## config.mk

```make
export PLATFORM = sky130hd
export DESIGN_NAME = upc_checkout
export DESIGN_NICKNAME = d
export VERILOG_FILES = /design/src/rtl/upc_pkg.sv /design/src/rtl/upc_checkout_scan_edge.sv /design/src/rtl/upc_checkout.sv
export SDC_FILE = /design/constraint.sdc
export NUM_CORES = 1
export LEC_CHECK = 0
export ABC_AREA = 1
export BUFFER_PORTS_ARGS = -buffer_cell sky130_fd_sc_hd__buf_2
export CORE_MARGIN = 3
export CORE_UTILIZATION = 23
export DETAILED_ROUTE_END_ITERATION = 8
export SYNTH_ARGS = -nofsm -noshare
export SYNTH_HDL_FRONTEND = slang
export SYNTH_SLANG_ARGS = --single-unit
```

## constraint.sdc

```tcl
create_clock -name clk -period 1.75 [get_ports clk]
set_clock_uncertainty 0.15 [all_clocks]
set_input_delay 0.175 -clock clk [delete_from_list [all_inputs] [get_ports clk]]
set_output_delay 0.175 -clock clk [all_outputs]
set_load 0.005 [all_outputs]
```

## src/rtl/upc_pkg.sv

```systemverilog
// upc_pkg: checkout FSM state type and default discount/expensive code tables
package upc_pkg;
    typedef enum logic [1:0] {IDLE, BUSY, ALARM} state_t;
    localparam logic [7:0] DEF_DISC_TABLE = 8'hEC;
    localparam logic [7:0] DEF_EXP_TABLE  = 8'hB1;
endpackage

```

## src/rtl/upc_checkout_scan_edge.sv

```systemverilog
// scan_edge: two-flop synchroniser followed by a one-cycle rising-edge pulse
module scan_edge (
    input  logic clk,
    input  logic reset,
    input  logic d,
    output logic pulse
);
    logic [2:0] sh;
    always_ff @(posedge clk or posedge reset)
        if (reset) sh <= '0;
        else       sh <= {sh[1:0], d};
    assign pulse = sh[1] & ~sh[2];
endmodule

```

## src/rtl/upc_checkout.sv

```systemverilog
// upc_checkout: scan checkout with discount/theft flags, saturating counters, sticky alarm.
// Define UPC_SCAN_SYNC_EN to synchronise scan_valid and accept only its rising edge.
module upc_checkout
    import upc_pkg::*;
#(
    parameter int                    UPC_W      = 3,
    parameter int                    CNT_W      = 8,
    parameter logic [2**UPC_W-1:0]   DISC_TABLE = DEF_DISC_TABLE,
    parameter logic [2**UPC_W-1:0]   EXP_TABLE  = DEF_EXP_TABLE
) (
    input  logic             clk,
    input  logic             reset,
    input  logic [UPC_W-1:0] upc,
    input  logic             mark,
    input  logic             scan_valid,
    input  logic             clear,
    output logic             ready,
    output logic             discounted,
    output logic             stolen,
    output logic             alarm,
    output logic [CNT_W-1:0] item_count,
    output logic [CNT_W-1:0] disc_count
);
    state_t state, state_nxt;
    logic   strobe, accept, is_disc, is_stolen;
`ifdef UPC_SCAN_SYNC_EN
    scan_edge u_scan_edge (
        .clk   (clk),
        .reset (reset),
        .d     (scan_valid),
        .pulse (strobe)
    );
`else
    assign strobe = scan_valid;
`endif
    assign ready     = state == IDLE;
    assign accept    = ready & strobe & ~clear;
    assign is_disc   = DISC_TABLE[upc];
    assign is_stolen = EXP_TABLE[upc] & ~mark;
    always_comb begin
        state_nxt = state;
        state_nxt = clear         ? IDLE :
                    accept        ? (is_stolen ? ALARM : BUSY) :
                    state == BUSY ? IDLE : state;
    end
    always_ff @(posedge clk or posedge reset)
        if (reset) state <= IDLE;
        else       state <= state_nxt;
    // counters hold at all-ones instead of wrapping
    always_ff @(posedge clk or posedge reset)
        if (reset) begin
            discounted <= 1'b0;
            stolen     <= 1'b0;
            alarm      <= 1'b0;
            item_count <= '0;
            disc_count <= '0;
        end else if (clear) begin
            discounted <= 1'b0;
            stolen     <= 1'b0;
            alarm      <= 1'b0;
            item_count <= '0;
            disc_count <= '0;
        end else if (accept) begin
            discounted <= is_disc;
            stolen     <= is_stolen;
            alarm      <= is_stolen;
            item_count <= item_count + CNT_W'(item_count != '1);
            disc_count <= disc_count + CNT_W'(is_disc && disc_count != '1);
        end
endmodule
```

## After elaboration in Yosys (flattened, before gate mapping)

Memories as Yosys holds them, arrays and structs flattened.
Index checks and enable logic that the tools add are counted.
W data, S select, Z words.

- Output and inout bits: 20
- Logic and storage cells: 36
- Input bits: 8
- Bits in read-only memories: 16
- Register bits after elaboration: 20
- Memories kept: 2

Memories:

| memory | depth | width | rd ports | clocked after Yosys merged registers in | wr ports | line | source |
|---|---|---|---|---|---|---|---|
| (name not given) | 8 | 1 | 1 | 0 | 0 | upc_checkout.sv:39 | `assign is_stolen = EXP_TABLE[upc] & ~mark;` |
| (name not given) | 8 | 1 | 1 | 0 | 0 | upc_checkout.sv:38 | `assign is_disc = DISC_TABLE[upc];` |

- Muxes and demuxes: 14
- Order comparisons: 1
- Equality and inequality tests: 3
- Bitwise logic cells: 5
- Reduce and logical (&&, ||, !) cells: 4
- Add/subtract/negate cells: 2

Operator list:

| kind | count |
|---|---|
| $mux W8 | 4 |
| $add A8 B1 Y8 | 2 |
| $ne A8 B8 Y1 const B | 2 |
| $mux W2 | 4 |
| $mux W1 | 6 |
| $lt A3 B4 Y1 const B | 1 |
| $and A1 B1 Y1 | 3 |
| $reduce_bool A3 Y1 | 1 |
| $eq A2 B1 Y1 const B | 1 |
| $logic_not A2 Y1 | 1 |
| $not A1 Y1 | 2 |
| $reduce_bool A2 Y1 | 1 |
| $logic_and A1 B1 Y1 | 1 |

## Logic depth before layout (Yosys ltp)

Gate-level depths: netlist of run 1.

- Word-level depth: 6
- Mapped depth: 10
- Mapped depth without buffers: 10

## Least setup slack after synthesis of run 1

Ideal clock, no wire load.

- Path kind: register to register
- From: register item_count[3]
- To: register item_count[6]
- Data arrival time: 1.423 ns
- Path slack: 0.060 ns
- Path buffers: 0
- Cell stages (with the launch flop): 10
- Clock period less this slack: 1.690 ns
- Path through: dfrtp_1 > nand4_1 > nor3_1 > nand3_1 > ha_1 > ha_1 > nand3_1 > nor2_1 > nor2_1 > nor2_1

- Longest elaborated chain between the ends: 4

RTL lines:

| element | line | source |
|---|---|---|
| start: declaration | upc_checkout.sv:21 | `output logic [CNT_W-1:0] item_count,` |
| start signal: assignment | upc_checkout.sv:67 | `item_count <= item_count + CNT_W'(item_count != '1);` |
| $ne A8 B8 Y1 | upc_checkout.sv:67 |  |
| $add A8 B1 Y8 * | upc_checkout.sv:67 |  |
| $mux W8 * | upc_checkout.sv:63 | `end else if (accept) begin` |
| $mux W8 * | upc_checkout.sv:57 | `end else if (clear) begin` |

Mark *: on every way between the ends. The rest lies on a longest branch, timed or not. The select of a mux whose other input is x is not followed.
A chain may end at the register's enable or synchronous reset.

## Worst setup path after layout of run 1

- From: register item_count[3]
- To: register item_count[4]

Same word-level chain as after synthesis.

==> impl_metrics.tcl, run 1 <==
set metrics [dict create \
    status "complete, no violations" \
    clk_latency_ns 0.26 \
    n_fill_cell 483 \
    clk_pin_slew_ns 0.08 \
    endpoint_kind "flip-flop" \
    htreeDepth 1 \
    io_pins 28 \
    arrival_ns 1.68 \
    finalNetCount 204 \
    setup_tns_ns 0 \
    synth_top_family_by_area "simple AND/OR/NAND/NOR gates" \
    drive_above_1_share_pct 35.08 \
    die_h_um 75.35 \
    rows 24 \
    viasPerCell 4.436 \
    grt.total_usage_pct 10.93 \
    crit_path_start "item_count[3]" \
    cts_root_buffer "clkbuf_8" \
    yosys-mux-area-fraction_pct 0 \
    min-delay-start "mark" \
    power_frac_comb_pct 15.2 \
    vdd_drop_max_v 0.0003601 \
    ant_nets 0 \
    hold_viol 0 \
    place_area_mm2 0.001420 \
    worst-setup-path-type "flip-flop to flip-flop" \
    dp_slack_ns -0.03273 \
    syn_area_mm2 0.001106 \
    max_stage_delay_ns 0.35 \
    p_switching_uw 252.7 \
    switching_share_pct 25.45 \
    setup_slack_ns 0.06640 \
    grt_pass1_vias 1039 \
    crit_chain "nand4_1 > nor3_2 > nand3_1 > ha_2 > ha_4 > nand3_1 > nand2_1 > nand4_1 > o21ai_0" \
    dpl.hpwl_mm 2.115 \
    p_int_uw 740.2 \
    core_mm2 0.004504 \
    post-route-min-period_ns 1.684 \
    seqCellArea_um2 500.5 \
    synth_simple_gate_area_share_pct 34.73 \
    cap_violations 0 \
    relSlewSlack_pct 76.75 \
    r2r_start "item_count[3]" \
    dr.pass1.iters 4 \
    wl_per_cell_um 11.47 \
    power_density_mw_per_mm2 632.3 \
    die-area_mm2 0.005677 \
    numPortBuffers 27 \
    cts_buffers 3 \
    clkSinkCount 20 \
    ys_types 15 \
    antenna_found_initial 0 \
    seqPwrFrac_pct 48.9 \
    setup.worst_path.start_class "flip-flop" \
    synth_top_area_share_pct 45.25 \
    synth_area_leader_cell "dfrtp_1" \
    path_buf_inv 0 \
    finalWirelength_mm 2.788 \
    p_leak_nw 0.7820 \
    hold_class "input port to flip-flop" \
    drc 0 \
    synthXorXnorAreaFrac_pct 0 \
    synthToLayoutAreaGrowth_pct 41.97 \
    finalInstanceArea_mm2 0.001570 \
    grt_pass1_wl_mm 4.767 \
    drt_iter0_markers 34 \
    synth_fa_ha_area_share_pct 4.525 \
    ys_seq_elements 20 \
    grt_max_degree 21 \
    syn_nets 153 \
    finalMaxSlewViolations 0 \
    multiInputGateArea_um2 574.3 \
    setup_viol 0 \
    syn_inst 141 \
    vias 1078 \
    fmax_mhz 594.0 \
    fin_crit_sh_pct 96.21 \
    gp_congestion 0.7333 \
    synth-seq-area-share_pct 45.25 \
    p_clk_share_pct 35.8 \
    yosys-top-cells-area "dfrtp_1 45%, nand2_1 10%, nand3_1 9.0%" \
    diodes 0 \
    worstPathMaxFanout 3 \
    cpMaxStageDelayCell "dfrtp_1" \
    yosys_warnings 0 \
    cts_buffer_depth 2 \
    synth_area_per_cell_um2 7.844 \
    worst_pin_slew_ns 0.3484 \
    overflow 0 \
    cts_tree "done" \
    rrSetupSlack_ns 0.07 \
    cp_top_family "simple AND/OR/NAND/NOR gates" \
    synth-compound-area-share_pct 7.692 \
    start_util_pct 24.56 \
    cp.required_ns 1.74 \
    chipWidth_um 75.35 \
]
[power by group through the flow]
stage               Combinational (mW)  Sequential (mW)  Clock [mW]
global placement                 0.138            0.494           0
CTS                              0.143            0.486       0.371
finish                           0.151            0.486       0.356
floorplan                       0.0743            0.499           0
detailed placement               0.139            0.495           0
global route                     0.174            0.488       0.398
[cells in the final DEF, fill, tap and decap left out, types with 2 or more instances in the layout]
master    netlist  routed
buf_2           1      27
nand2_1        30      30
ha_4            0       2
nand3_2         0       3
nor2_4          4       4
nor2_1         18      16
dfrtp_1        20      20
nand3_1        20      17
buf_4           1      20
a21oi_1         6       6
nand4_1         6       6
nor2_2          0       2
o21ai_0        11      10
inv_1          16      16
clkbuf_8        1       4
ha_2            0       2
[cells by family (layout without fill, tap and decap cells)]
group / after synthesis / after routing
simple gates: 81 / 81
flops: 20 / 20
buf+inv: 19 / 69
fa+ha+maj: 4 / 4
compound gates: 17 / 17
[path summary, 6_finish.rpt]
| path | endpoint | cells past startpoint |
|---|---|---|
| setup / recovery | item_count[4] | 9 |
| hold / removal | alarm | 4 |
| setup reg to reg | item_count[4] | 9 |
| hold reg to reg | discounted | 2 |
| max in group asynchronous | disc_count[0] | 4 |
| min in group asynchronous | item_count[3] | 4 |
[layer usage]
layer | routed length (um) | share of wire, % | up-vias | track usage [%]
met4 | 19 | 0.68 | 0 | 2.330
li1 | - | - | 565 | -
met3 | 137 | 4.9 | 2 | 3.166
met5 | 0 | 0 | - | 0
met2 | 1318 | 47 | 23 | 18.12
met1 | 1313 | 47 | 488 | 14.18
[repair_timing]
item | CTS | global route
buffers inserted | 1 | 3
hold buffers | 1 | 0
pin swaps | 1 | 5
resized for setup | 2 | 11
endpoints found under the hold margin | 20 | 0
setup endpoints to repair | 2 | 12
[Yosys cell counts (all sizes together)]
| cell type | count |
|---|---|
| nand2 | 31 |
| nor3 | 2 |
| nand3 | 20 |
| ha | 4 |
| a21oi | 6 |
| o21ai | 11 |
| buf | 2 |
| nor2 | 22 |
| dfrtp | 20 |
| clkbuf | 1 |
| inv | 16 |
| nand4 | 6 |
[worst register-to-register path, delay by kind of cell, from the launching register on]
kind	cells	cell delay (ns)
adders and majority gates	2	0.38
and+or+nand+nor	6	0.61
AOI/OAI and AO/OA	1	0.08
DFF	1	0.35
[state kept, by name, summed over array words and instances, names as in the netlist]
| register | flops |
|---|---|
| state | 2 |
| discounted | 1 |
| disc_count | 8 |
| alarm | 1 |
| item_count | 8 |
[metrics by stage]
stage | cells | total power [mW] | hold WS [ns] | utilization, %
CTS | 240 | 0.9995 | 0.07296 | 33.31
finish | 243 | 0.9929 | 0.07840 | 34.86
global route | 243 | 1.060 | 0.09152 | 34.86
detailed placement | 234 | 0.6341 | 0.07260 | 31.53
floorplan | 141 | 0.5730 | -0.01117 | -
global placement | 234 | 0.6321 | 0.07537 | 31.53
[area by class of cell]
type	count	area share [%]
clock buffers	4	3.506
inverters	16	3.825
multi-input cells	102	36.57
flip-flops and latches	20	31.87
well taps	52	4.143
repair buffers	49	20.08
Power figures use the tool's default switching activity.
==> inputs of run 2 (changes only) <==
--- a/config.mk
+++ b/config.mk
@@ -10,6 +10,7 @@
 export CORE_MARGIN = 3
 export CORE_UTILIZATION = 23
 export DETAILED_ROUTE_END_ITERATION = 8
+export RECOVER_POWER = 100
 export SYNTH_ARGS = -nofsm -noshare
 export SYNTH_HDL_FRONTEND = slang
 export SYNTH_SLANG_ARGS = --single-unit
==> impl_metrics.tcl, run 2 (synthesis gave the netlist of run 1 again) <==
set metrics [dict create \
    ant_nets 0 \
    die_h_um 75.35 \
    clk_latency_ns 0.26 \
    grt.total_usage_pct 10.93 \
    grt_pass1_wl_mm 4.767 \
    finalInstanceArea_mm2 0.001511 \
    worst-setup-path-type "flip-flop to flip-flop" \
    r2r-end "item_count[5]" \
    rrSetupSlack_ns 0.06 \
    fin_crit_sh_pct 96.34 \
    hold_class "input port to flip-flop" \
    dp.cells 234 \
    post-route-min-period_ns 1.686 \
    cts_buffers 3 \
    switching_share_pct 25.51 \
    cts_tree "done" \
    arrival_ns 1.69 \
    cts_buffer_depth 2 \
    p_switching_uw 250.0 \
    chipWidth_um 75.35 \
    rows 24 \
    crit_end "item_count[5]" \
    relSlewSlack_pct 63.69 \
    p_int_uw 730.3 \
    power_density_mw_per_mm2 648.6 \
    power_frac_comb_pct 14.3 \
    viasPerCell 4.432 \
    p_clk_share_pct 36.4 \
    start_util_pct 24.56 \
    fmax_mhz 593.1 \
    core_mm2 0.004504 \
    drc 0 \
    layout_common_cells "30 x nand2_1, 24 x buf_2, 20 x dfrtp_1" \
    place_area_mm2 0.001420 \
    io_pins 28 \
    antenna_found_initial 0 \
    top_regs "disc_count x8, item_count x8, state x2" \
    finalWirelength_mm 2.809 \
    setup.worst_path.start_class "flip-flop" \
    synthToLayoutAreaGrowth_pct 36.65 \
    cts_root_buffer "clkbuf_8" \
    drt_iter0_markers 32 \
    r2r_start "item_count[3]" \
    rr_worst_depth 9 \
    setup_viol 0 \
    grt_pass1_vias 1039 \
    die-area_mm2 0.005677 \
    dpl.hpwl_mm 2.115 \
    diodes 0 \
    cp.required_ns 1.75 \
    vias 1077 \
    htreeDepth 1 \
    grt_max_degree 21 \
    overflow 0 \
    cap_violations 0 \
    finalNetCount 204 \
    worstPathMaxFanout 6 \
    finalMaxSlewViolations 0 \
    hold_viol 0 \
    fin_cells 243 \
    gp_congestion 0.7333 \
    final_common_cell "nand2_1" \
    clk_pin_slew_ns 0.08 \
    dr.pass1.iters 4 \
    worst_pin_slew_ns 0.5426 \
    clkSinkCount 20 \
    endpoint_kind "flip-flop" \
    total_power_uw 980.3 \
    crit_path_start "item_count[3]" \
    vdd_drop_max_v 0.0003617 \
    wl_per_cell_um 11.56 \
    seqPwrFrac_pct 49.4 \
    p_leak_nw 0.7227 \
    drive_above_1_share_pct 27.23 \
    status "complete, no violations" \
    numPortBuffers 27 \
]
## run 2: cell count changes in the layout (fill, tap and decap cells not counted), sizes merged
| cell | before | now |
|---|---|---|
| buf | 48 | 34 |
| clkbuf | 4 | 18 |
## run 2: metal layers
layer  routed length, um  track usage, %  vias to the layer above  share of wire (%)
li1                    -               -                      564                  -
met1                1331           14.18                      488                 47
met2                1319           18.12                       23                 47
met3                 138           3.166                        2                4.9
met4                  19           2.330                        0               0.68
met5                   0               0                        -                  0
## run 2: timing repair
item / 4_1_cts / 5_1_grt
hold endpoints to repair: 20 / 0
setup buffers: 1 / 3
pin swaps: 1 / 5
hold buffers: 1 / 0
setup endpoints to repair: 2 / 12
gates resized for setup: 2 / 11
## run 2: through the flow
step / util (%) / setup WS [ns] / hold slack (ns) / TNS, ns
2_1_floorplan: - / 0.05977 / -0.01117 / 0
5_1_grt: 33.56 / -0.04855 / 0.09170 / -0.1797
3_5_place_dp: 31.53 / -0.03273 / 0.07260 / -0.03273
6_report: 33.56 / 0.06407 / 0.07889 / 0
3_3_place_gp: 31.53 / 0.002042 / 0.07537 / 0
4_1_cts: 33.31 / 0.004576 / 0.07296 / 0
## run 2: critical path: stages, from the launching register on
cell     delay (ns)
dfrtp_1        0.38
nand4_1        0.15
nor3_2         0.06
nand3_1        0.07
ha_2           0.21
nand3_1        0.14
nor2_4         0.21
nand3_1        0.09
nand2_1        0.07
nor2_1         0.05
## run 2: power groups by stage
stage / Clock (mW) / Combinational [mW] / Sequential [mW]
2_1_floorplan: 0 / 0.0743 / 0.499
3_3_place_gp: 0 / 0.138 / 0.494
3_5_place_dp: 0 / 0.139 / 0.495
4_1_cts: 0.371 / 0.143 / 0.486
5_1_grt: 0.398 / 0.162 / 0.486
6_report: 0.356 / 0.140 / 0.484
## run 2: area by class of cell
type / instances / area, um^2
Multi-Input combinational cell: 102 / 559.3
Clock buffer: 4 / 55.05
Sequential cell: 20 / 500.5
Inverter: 16 / 60.06
Timing Repair Buffer: 49 / 271.5
Fill cell: 494 / 2993
Tap cell: 52 / 65.06
## run 2: worst min path at each step
| stage | slack [ns] | endpoint | cells after the start | from |
|---|---|---|---|---|
| 6_report | 0.08 | alarm | 4 | mark |
| 5_1_grt | 0.09 | alarm | 4 | mark |
| 4_1_cts | 0.07 | alarm | 4 | mark |
| 3_5_place_dp | 0.07 | disc_count[5] | 3 | reset |
| 3_3_place_gp | 0.08 | item_count[4] | 3 | reset |
| 2_1_floorplan | -0.01 | alarm | 1 | reset |
==> inputs of run 3 (changes only) <==
--- a/config.mk
+++ b/config.mk
@@ -10,6 +10,7 @@
 export CORE_MARGIN = 3
 export CORE_UTILIZATION = 23
 export DETAILED_ROUTE_END_ITERATION = 8
+export HOLD_SLACK_MARGIN = 0.12
 export RECOVER_POWER = 100
 export SYNTH_ARGS = -nofsm -noshare
 export SYNTH_HDL_FRONTEND = slang
==> impl_metrics.tcl, run 3 (synthesis gave the netlist of run 1 again) <==
set metrics [dict create \
    status "complete, no violations" \
    dr.pass1.iters 4 \
    relSlewSlack_pct 64.46 \
    die_h_um 75.35 \
    core_mm2 0.004504 \
    crit_chain "nand4_1 > nor3_2 > nand3_1 > ha_2 > nand3_1 > nor2_4 > nand3_1 > nand2_1 > nor2_1" \
    grt_pass1_wl_mm 4.836 \
    cap_violations 0 \
    layout_common_cells "30 x nand2_1, 23 x buf_2, 20 x dfrtp_1" \
    drive_above_1_share_pct 26.80 \
    dr_wl_met3_um 130 \
    numPortBuffers 27 \
    path_buf_inv 0 \
    path_common_cell "nand3_1" \
    wl_met1_mm 1.341 \
    power_density_mw_per_mm2 639.2 \
    fin_crit_sh_pct 96.34 \
    dpl.hpwl_mm 2.115 \
    drc 0 \
    grt.total_usage_pct 11.07 \
    die-area_mm2 0.005677 \
    arrival_ns 1.69 \
    gp_congestion 0.7333 \
    clk_pin_slew_ns 0.08 \
    chipWidth_um 75.35 \
    io_pins 28 \
    cts_buffers 3 \
    dp_slack_ns -0.03273 \
    antenna_found_initial 0 \
    fin_cells 246 \
    setup_slack_ns 0.06413 \
    hold_path_depth 4 \
    rows 24 \
    drt_iter0_markers 36 \
    worst_pin_slew_ns 0.5331 \
    wl_per_cell_um 11.52 \
    vdd_drop_max_v 0.0003617 \
    clkSinkCount 20 \
    synthToLayoutAreaGrowth_pct 39.93 \
    rrSetupSlack_ns 0.06 \
    overflow 0 \
    diodes 0 \
    vias 1087 \
    endpoint_kind "flip-flop" \
    cp.required_ns 1.75 \
    finalInstanceArea_mm2 0.001548 \
    r2r-end "item_count[5]" \
    place_area_mm2 0.001420 \
    p_leak_nw 0.7343 \
    cpMaxStageDelayCell "dfrtp_1" \
    grt_max_degree 21 \
    setup_viol 0 \
    htreeDepth 1 \
    viasPerCell 4.419 \
    dp.cells 234 \
    finalWirelength_mm 2.833 \
    cts_root_buffer "clkbuf_8" \
    dr.max_layer_used "met4" \
    final_common_cell "nand2_1" \
    worst-setup-path-type "flip-flop to flip-flop" \
    rr_worst_depth 9 \
    hold_end "alarm" \
    r2r_start "item_count[3]" \
    cts_buffer_depth 2 \
    cp_top_family "simple AND/OR/NAND/NOR gates" \
    post-route-min-period_ns 1.686 \
    clk_latency_ns 0.26 \
    finalNetCount 207 \
    min-delay-start "upc[0]" \
    met2WireLength_mm 1.341 \
    start_util_pct 24.56 \
    hold_viol 0 \
    top_regs "disc_count x8, item_count x8, state x2" \
    setup.worst_path.start_class "flip-flop" \
    ant_nets 0 \
    grt_pass1_vias 1053 \
    cts_tree "done" \
    fmax_mhz 593.2 \
    finalMaxSlewViolations 0 \
    max_stage_delay_ns 0.38 \
    worstPathMaxFanout 6 \
    hold_class "input port to flip-flop" \
]
run 3: cell types whose count changed in the layout (fill, tap and decap cells not counted), sizes merged:
| cell | before | now |
|---|---|---|
| clkbuf | 18 | 19 |
| buf | 34 | 33 |
| dlygate4sd3 | 1 | 4 |
run 3: timing repair:
action	in CTS	in global routing
gates resized for setup	2	11
pin swaps	1	5
buffers inserted	1	3
setup endpoints to repair	2	12
hold endpoints to repair	24	0
hold buffers	4	0
run 3: how the worst max path moves through the flow:
stage                        startpoint             to  cells after the start
after floorplan           item_count[3]  item_count[6]                      9
after global placement    item_count[4]  item_count[6]                     10
after detailed placement  item_count[5]  item_count[6]                     10
after CTS                 item_count[5]  item_count[6]                     10
after global routing      item_count[3]  item_count[4]                      9
final                     item_count[3]  item_count[5]                      9
run 3: stage by stage:
step	hold WS (ns)	util [%]	setup TNS, ns	total power [mW]
global route	0.1457	34.36	-0.1803	1.055
floorplan	-0.01117	-	0	0.5730
finish	0.1499	34.36	0	0.9893
global placement	0.07537	31.53	0	0.6321
CTS	0.1345	33.97	0	1.005
detailed placement	0.07260	31.53	-0.03273	0.6341
run 3: area by class of cell:
type	count	area (um^2)
Multi-Input combinational cell	102	566.8
Fill cell	493	2957
Clock buffer	4	55.05
Inverter	16	60.06
Tap cell	52	65.06
Sequential cell	20	500.5
Timing Repair Buffer	52	300.3
run 3: worst register-to-register path: cells and delay by family (launching register included):
family | cells | cell delay, ns
adder cells (fa/ha/maj) | 1 | 0.21
AND/OR/NAND/NOR | 8 | 0.84
flip-flops | 1 | 0.38
run 3: report_power, final:
part / internal, mW / total (mW) / switching [mW]
clock network: 0.200 / 0.357 / 0.156
logic: 0.0594 / 0.148 / 0.0889
registers: 0.476 / 0.484 / 0.00804
total: 0.736 / 0.989 / 0.253
run 3: metal layers:
metal,up-vias,global-route usage [%]
met3,2,3.166
met1,492,14.43
met4,0,2.330
met2,21,18.31
met5,-,0
li1,572,-
